`config.mk`:
```
export PLATFORM = sky130hd
export DESIGN_NAME = fetch_ctrl_flat
export DESIGN_NICKNAME = d
export VERILOG_FILES = /design/src/rtl/fetch_ctrl_if.sv /design/src/rtl/fetch_ctrl.sv /design/src/flat_wrapper.sv
export SDC_FILE = /design/constraint.sdc
export NUM_CORES = 1
export LEC_CHECK = 0
export CAP_MARGIN = 20
export CORE_MARGIN = 1
export CORE_UTILIZATION = 40
export CTS_CLUSTER_DIAMETER = 200
export CTS_CLUSTER_SIZE = 14
export DETAILED_ROUTE_END_ITERATION = 12
export PLACE_DENSITY_LB_ADDON = 0.05
export SYNTH_ARGS = -nofsm -noshare
export SYNTH_HDL_FRONTEND = slang
export SYNTH_SLANG_ARGS = --single-unit
```
`constraint.sdc`:
```
create_clock -name clk -period 2.15 [get_ports clk]
set_input_delay 0.5375 -clock clk [delete_from_list [all_inputs] [get_ports clk]]
set_output_delay 0.5375 -clock clk [all_outputs]
set_load 0.1 [all_outputs]
```
`src/rtl/fetch_ctrl_if.sv`:
```
// Fetch-side bus bundle: ROM read port, decode slot handshake, redirect, halt.
// master = fetch_ctrl, slave = ROM/decode/execute side.
interface fetch_ctrl_if;
    logic [7:0] rom_data;
    logic [7:0] rom_addr;
    logic       rom_read;
    logic       rom_ena;
    logic       inst_valid;
    logic       inst_ready;
    logic [7:0] inst_ir;
    logic [7:0] inst_operand;
    logic [7:0] inst_pc;
    logic       redir_valid;
    logic [7:0] redir_pc;
    logic       halted;

    modport master (
        input  rom_data, inst_ready, redir_valid, redir_pc,
        output rom_addr, rom_read, rom_ena,
        output inst_valid, inst_ir, inst_operand, inst_pc, halted
    );

    modport slave (
        output rom_data, inst_ready, redir_valid, redir_pc,
        input  rom_addr, rom_read, rom_ena,
        input  inst_valid, inst_ir, inst_operand, inst_pc, halted
    );
endinterface

```
`src/rtl/fetch_ctrl.sv`:
```
// Instruction fetch sequencer: owns pc, reads the ROM, assembles 1/2-byte
// instructions into a valid/ready slot. Ports: clk, rst_n (sync), bus.
module fetch_ctrl (
    input  logic         clk,
    input  logic         rst_n,
    fetch_ctrl_if.master bus
);
    typedef enum logic [1:0] {
        S_FETCH,
        S_ARG,
        S_HALT
    } state_t;

    state_t     state, state_n;
    logic [7:0] pc, pc_n;
    logic [7:0] op_lat, op_lat_n;
    logic       valid, valid_n;
    logic [7:0] ir, ir_n;
    logic [7:0] opnd, opnd_n;
    logic [7:0] ipc, ipc_n;
    logic       halt, halt_n;
    logic       strobe;
    logic       slot_free;
    logic       is_two;
    logic       is_hlt;

    assign slot_free = !valid || bus.inst_ready;
    assign is_two = (bus.rom_data[7:5] == 3'b001)
                 || (bus.rom_data[7:5] == 3'b010)
                 || (bus.rom_data[7:5] == 3'b011);
    assign is_hlt = (bus.rom_data[7:5] == 3'b111);

    always_comb begin
        state_n  = state;
        pc_n     = pc;
        op_lat_n = op_lat;
        valid_n  = valid;
        ir_n     = ir;
        opnd_n   = opnd;
        ipc_n    = ipc;
        halt_n   = halt;
        strobe   = 1'b0;
        if (bus.redir_valid) begin
            // Redirect wins even over a handshake in the same cycle.
            pc_n    = bus.redir_pc;
            valid_n = 1'b0;
            halt_n  = 1'b0;
            state_n = S_FETCH;
        end else begin
            unique case (state)
                S_FETCH: begin
                    strobe = slot_free;
                    if (slot_free) begin
                        pc_n    = pc + 8'd1;
                        valid_n = 1'b0;
                        unique case (1'b1)
                            is_two: begin
                                op_lat_n = bus.rom_data;
                                state_n  = S_ARG;
                            end
                            is_hlt: begin
                                valid_n = 1'b1;
                                ir_n    = bus.rom_data;
                                opnd_n  = 8'h00;
                                ipc_n   = pc;
                                halt_n  = 1'b1;
                                state_n = S_HALT;
                            end
                            default: begin
                                valid_n = 1'b1;
                                ir_n    = bus.rom_data;
                                opnd_n  = 8'h00;
                                ipc_n   = pc;
                            end
                        endcase
                    end
                end
                S_ARG: begin
                    // Slot was freed when the opcode byte was taken.
                    strobe  = 1'b1;
                    valid_n = 1'b1;
                    ir_n    = op_lat;
                    opnd_n  = bus.rom_data;
                    ipc_n   = pc - 8'd1;
                    pc_n    = pc + 8'd1;
                    state_n = S_FETCH;
                end
                S_HALT: begin
                    valid_n = valid && !bus.inst_ready;
                end
                default: begin
                    state_n = S_FETCH;
                end
            endcase
        end
    end

    always_ff @(posedge clk) begin
        if (!rst_n) begin
            state  <= S_FETCH;
            pc     <= 8'h00;
            op_lat <= 8'h00;
            valid  <= 1'b0;
            ir     <= 8'h00;
            opnd   <= 8'h00;
            ipc    <= 8'h00;
            halt   <= 1'b0;
        end else begin
            state  <= state_n;
            pc     <= pc_n;
            op_lat <= op_lat_n;
            valid  <= valid_n;
            ir     <= ir_n;
            opnd   <= opnd_n;
            ipc    <= ipc_n;
            halt   <= halt_n;
        end
    end

    assign bus.rom_addr     = pc;
    assign bus.rom_read     = strobe && rst_n;
    assign bus.rom_ena      = strobe && rst_n;
    assign bus.inst_valid   = valid;
    assign bus.inst_ir      = ir;
    assign bus.inst_operand = opnd;
    assign bus.inst_pc      = ipc;
    assign bus.halted       = halt;
endmodule

```
`src/flat_wrapper.sv`:
```
// flat-port wrapper written by rule: the top's interface ports become plain ports
module fetch_ctrl_flat 
  (clk, rst_n, bus_rom_data, bus_inst_ready, bus_redir_valid, bus_redir_pc, bus_rom_addr, bus_rom_read, bus_rom_ena, bus_inst_valid, bus_inst_ir, bus_inst_operand, bus_inst_pc, bus_halted);
  fetch_ctrl_if bus_i ();
  input  logic clk;
  input  logic rst_n;
  input wire logic [$bits(bus_i.rom_data)-1:0] bus_rom_data;
  input wire logic [$bits(bus_i.inst_ready)-1:0] bus_inst_ready;
  input wire logic [$bits(bus_i.redir_valid)-1:0] bus_redir_valid;
  input wire logic [$bits(bus_i.redir_pc)-1:0] bus_redir_pc;
  output wire logic [$bits(bus_i.rom_addr)-1:0] bus_rom_addr;
  output wire logic [$bits(bus_i.rom_read)-1:0] bus_rom_read;
  output wire logic [$bits(bus_i.rom_ena)-1:0] bus_rom_ena;
  output wire logic [$bits(bus_i.inst_valid)-1:0] bus_inst_valid;
  output wire logic [$bits(bus_i.inst_ir)-1:0] bus_inst_ir;
  output wire logic [$bits(bus_i.inst_operand)-1:0] bus_inst_operand;
  output wire logic [$bits(bus_i.inst_pc)-1:0] bus_inst_pc;
  output wire logic [$bits(bus_i.halted)-1:0] bus_halted;
  assign bus_i.rom_data = bus_rom_data;
  assign bus_i.inst_ready = bus_inst_ready;
  assign bus_i.redir_valid = bus_redir_valid;
  assign bus_i.redir_pc = bus_redir_pc;
  assign bus_rom_addr = bus_i.rom_addr;
  assign bus_rom_read = bus_i.rom_read;
  assign bus_rom_ena = bus_i.rom_ena;
  assign bus_inst_valid = bus_i.inst_valid;
  assign bus_inst_ir = bus_i.inst_ir;
  assign bus_inst_operand = bus_i.inst_operand;
  assign bus_inst_pc = bus_i.inst_pc;
  assign bus_halted = bus_i.halted;
  fetch_ctrl u_core (.clk(clk), .rst_n(rst_n), .bus(bus_i));
endmodule
```
; ---- Word-level counts from Yosys, hierarchy flattened
; Index checks and enable logic that the tools add are counted.
[word_totals]
output_inout_bits = 36
rom_bits = 0
word_cells = 61
ramBits = 0
input_bits = 20
reg_bits = 44
mem_count = 0
latch_bits = 0
[op_classes]
div = 0
muxes = 20
shift = 0
reduce_logical = 18
eq_ne = 10
order_cmp = 0
n_addsub = 2
multipliers = 0
n_bitwise = 3
[ops]
columns = cell, n
row1 = $mux W8, 8
row2 = $pmux W8 S2, 4
row3 = $add A8 B1 Y8 const B, 1
row4 = $pmux W2 S2, 2
row5 = $reduce_and A4 Y1, 2
row6 = $sub A8 B1 Y8 const B, 1
row7 = $eq A3 B2 Y1 const B, 2
row8 = $reduce_and A3 Y1, 2
row9 = $reduce_bool A3 Y1, 2
row10 = $reduce_and A2 Y1, 2
row11 = $eq A3 B1 Y1 const B, 1
row12 = $eq A3 B3 Y1 const B, 1
row13 = $logic_or A1 B1 Y1, 3
row14 = $mux W1, 3
row15 = $ne A3 B1 Y1 const B, 1
row16 = $ne A3 B2 Y1 const B, 1
row17 = $not A1 Y1, 3
row18 = $pmux W1 S3, 1
row19 = $eq A2 B1 Y1 const B, 1
row20 = $eq A2 B2 Y1 const B, 1
row21 = $logic_and A1 B1 Y1, 2
row22 = $logic_not A1 Y1, 2
row23 = $logic_not A2 Y1, 1
row24 = $mux W2, 1
row25 = other kinds (5), 5

; ---- Logic depth before layout (Yosys ltp)
[depth]
ltp_word = 6
mapped_depth = 8
ltp_nobuf = 6

; ---- Worst setup path after synthesis
; Ideal clock, no wire load.
[synth_path]
path_kind = reg-to-output
start = register u_core.state[1]
end = output bus_rom_read
path_stages_with_launch = 8
arrival_time_ns = 2.820
setup_slack_ns = -1.208
t_required_ns = 1.612
n_path_buf = 3
cell_sequence = dfxtp_1 > inv_1 > ha_1 > buf_2 > buf_1 > a21oi_1 > nor2_1 > buf_4
[synth_via]
elab_chain_cells = 4
word_cells_on_any_way = 5
cone_classes = eq/ne (1) / mux (2) / reduce/logical (2)
[synth_rtl]
columns = element, line_no
row1 = from (decl), fetch_ctrl.sv:14  ; state_t state, state_n;
row2 = from (signal assigned), fetch_ctrl.sv:109  ; state <= state_n;
row3 = $eq A2 B1 Y1 / $logic_not A2 Y1 (equally long branches), fetch_ctrl.sv:50  ; unique case (state)
row4 = $pmux W1 S2 *, fetch_ctrl.sv:50
row5 = $mux W1 *, fetch_ctrl.sv:43  ; if (bus.redir_valid) begin
row6 = $logic_and A1 B1 Y1 *, --
row7 = to (decl), flat_wrapper.sv:12  ; output wire logic [$bits(bus_i.rom_read)-1:0] bus_rom_read;
; Mark *: on every way between the ends. The rest lies on a longest branch, timed or not.

; ---- Final worst setup path
[layout_path]
start = input rst_n
end = output bus_rom_read
[layout_via]
elab_chain_cells = 1
[layout_rtl]
columns = element, line_no
row1 = from (decl), flat_wrapper.sv:6  ; input logic rst_n;
row2 = $logic_and A1 B1 Y1, fetch_ctrl.sv:121  ; assign bus.rom_read = strobe && rst_n;
; No other way between the ends.

==> metrics.cfg <==
[die]
dieArea_um2=5860
floorplan.initialDensity_pct=42.5
core_um2=5240
fp.dieW_um=76.6
fp.dieH_um=76.6
std_cell_rows=26
pin_count=56

[clock_tree]
cts_buffers=5
clock_path_buffers=2
cts_max_level=2
insertion_delay_ps=300
clock_tree.root_cell=clkbuf_8
cts_tree=done
ctsHoldBuffers=0
cts.clk_slew.worst_paths_ps=90
cts_setup_buffers=0
cts.sinks=44

[grt]
grt_max_degree=41
antenna_found_initial=0
grt_usage_pct=18.5
gr-total-overflow=0
grt_pass1_wl_um=8770
grt_pass1_vias=1802

[critical_path]
crit_type=input pin to primary output
worstPathCellList=clkdlybuf4s50_1 > nand2_1 > nor2_4 > buf_12
max_stage_delay_ps=520
crit_fanout=2
cp_slowest_cell=clkdlybuf4s50_1
end_kind=primary output
rr_worst_depth=6
cp-startpoint=rst_n
r2r-start=u_core.state[0]
r2r_setup_slack_ps=350
cp_data_arrival_time_ps=1520
start_kind=input pin
crit_path_end=bus_rom_read
reg2reg_to=u_core.bus.rom_addr[7]
crit_required_ps=1610

[logic_synthesis]
netlist-cell-type-count=42
ys_ff_latch=44
synthCells=241
synth_top_flop_cell=dfxtp_1
async_flop_share_pct=0
syn-cell-area_um2=2220
yosysSeqAreaShare_pct=39.6
synth_top_area_cell=dfxtp_1
synthMostInstantiatedCell=dfxtp_1
yosys-top-cells-count=dfxtp_1 (44), nand2_1 (27), mux2i_1 (16)
syn_nets=267
avgSynthCellArea_um2=9.23
synth-edff-count=0
synthTopCellsByArea=dfxtp_1 (40%), mux2i_1 (7.2%), o211a_1 (4.9%)
ys_warn_count=0
synth.top_cell.area_share_pct=39.6

[power_and_ir_drop]
ir_drop_mv=0.329
power_leakage_nw=1.26
powerDensity_nw_per_um2=721

[sta]
relSlewSlack_pct=68.9
final_hold_viol_count=0
skew_ps=7.95
period_share_pct=95.7
setup_tns_ps=0
worst_pin_slew_ps=466
drv_slew=0
min_period_ps=2060
grt_setup_unrepaired=false
fmaxAchievable_mhz=486
setup_viol=0

[layout]
area_delta_synth_final_pct=36.1
postLayoutCellArea_um2=3030
drive_gt1_share_pct=26.2
nFillCells=508
fin_util_pct=57.8
nets=323
antenna_cells=0
final_cells=368

[hold_path]
worstHoldPathType=register to register
whs_path_depth=2

[outcome]
status=complete, no violations

[drt]
viasPerCell=5.07
drc=0
postRouteAntennaNets=0
drtIter0Drc=66
route.vias.total=1864
wl_um=5010
wl_per_cell_um=13.6
first_pass_iters=6

[job]
max_cap_violations=0

[placed_design]
dp.final_hpwl_um=3410
dp.cells=360
dpl-instance-area_um2=2920
gp_congestion=0.764
portBuffers=55

-- state kept, by name, summed over array words and instances, names as in the netlist --
signal                   count
u_core.bus.inst_valid        1
u_core.state                 2
u_core.bus.rom_addr          8
u_core.bus.halted            1
u_core.bus.inst_ir           8
u_core.bus.inst_operand      8
u_core.op_lat                8
u_core.bus.inst_pc           8
-- cells by family after synthesis --
kind of cell,count (synthesis),share of synthesized area [%]
AOI/OAI and AO/OA,56,17.8
xor gates and xnor gates,13,5.12
adders and majority gates,6,3.37
buffers and inverters,27,6.35
DFF,44,39.6
muxes,16,7.20
and+or+nand+nor,79,20.6
-- repair_timing --
action | in CTS | in global routing
pin swaps | 1 | 1
gates resized for setup | 2 | 2
setup endpoints to repair | 2 | 2
-- how the worst min path moves through the flow --
| stage | startpoint | endpoint | slack [ps] |
|---|---|---|---|
| 2_1_floorplan | u_core.op_lat[7] | u_core.op_lat[7] | 410 |
| 3_3_place_gp | u_core.op_lat[7] | u_core.op_lat[7] | 420 |
| 3_5_place_dp | u_core.op_lat[7] | u_core.op_lat[7] | 420 |
| 4_1_cts | u_core.op_lat[7] | u_core.op_lat[7] | 430 |
| 5_1_grt | u_core.op_lat[7] | u_core.op_lat[7] | 450 |
| 6_report | u_core.op_lat[7] | u_core.op_lat[7] | 430 |
-- critical path: cells and delay by family --
kind | cells | cell delay [ps]
simple gates | 2 | 280
buf+inv | 2 | 710
-- placed cells by master (no fill, tap or decap), types with 3 or more instances in the layout --
cell type        Yosys  layout
a21boi_1             9       9
a21oi_1             15      14
buf_12               0      10
buf_4                2      41
clkbuf_8             0       6
clkdlybuf4s50_1      0      17
dfxtp_1             44      42
ha_1                 6       4
inv_1                5       4
mux2i_1             16      16
nand2_1             27      27
nand3_1             10      10
nand4_1              4       4
nor2_1              10       9
nor2b_1              7       7
nor3_1               5       5
nor4b_2              4       4
o211a_1             11      11
o21ai_0              9       9
o21ai_1              4       4
xnor2_1             10      10
xor2_1               3       3
-- routing by layer --
layer,global-route usage [%],vias up,routed length (um),share of wire [%]
met3,4.79,7,218,4.4
met4,6.35,0,65,1.3
met2,30.0,32,2270,45
met5,0,-,0,0
met1,23.6,871,2450,49
li1,-,954,-,-
-- power breakdown --
part           internal (mW)  switching (mW)  leakage [nW]
sequential             0.864          0.0573         0.361
combinational          0.234           0.474         0.859
clock                  0.260           0.292        0.0434
-- final cells by class --
type                       count  area, um2  share of cell area (%)
clock buffer                   6       82.6                    2.73
sequential                    44        883                    29.2
timing repair buffer          70        699                    23.1
tap                           70       87.6                    2.89
inverter                       6       22.5                   0.744
multi-input combinational    170       1240                    40.8
clock inverter                 2       15.0                   0.496
-- through the flow --
stage	hold slack [ps]	power, mW	worst slack (ps)
2_1_floorplan	409	1.45	10.6
3_3_place_gp	415	1.65	-15.6
3_5_place_dp	420	1.65	-28.3
4_1_cts	434	2.21	18.0
5_1_grt	446	2.29	40.2
6_report	431	2.18	91.6
No activity file was read; power rests on OpenSTA's default activity.
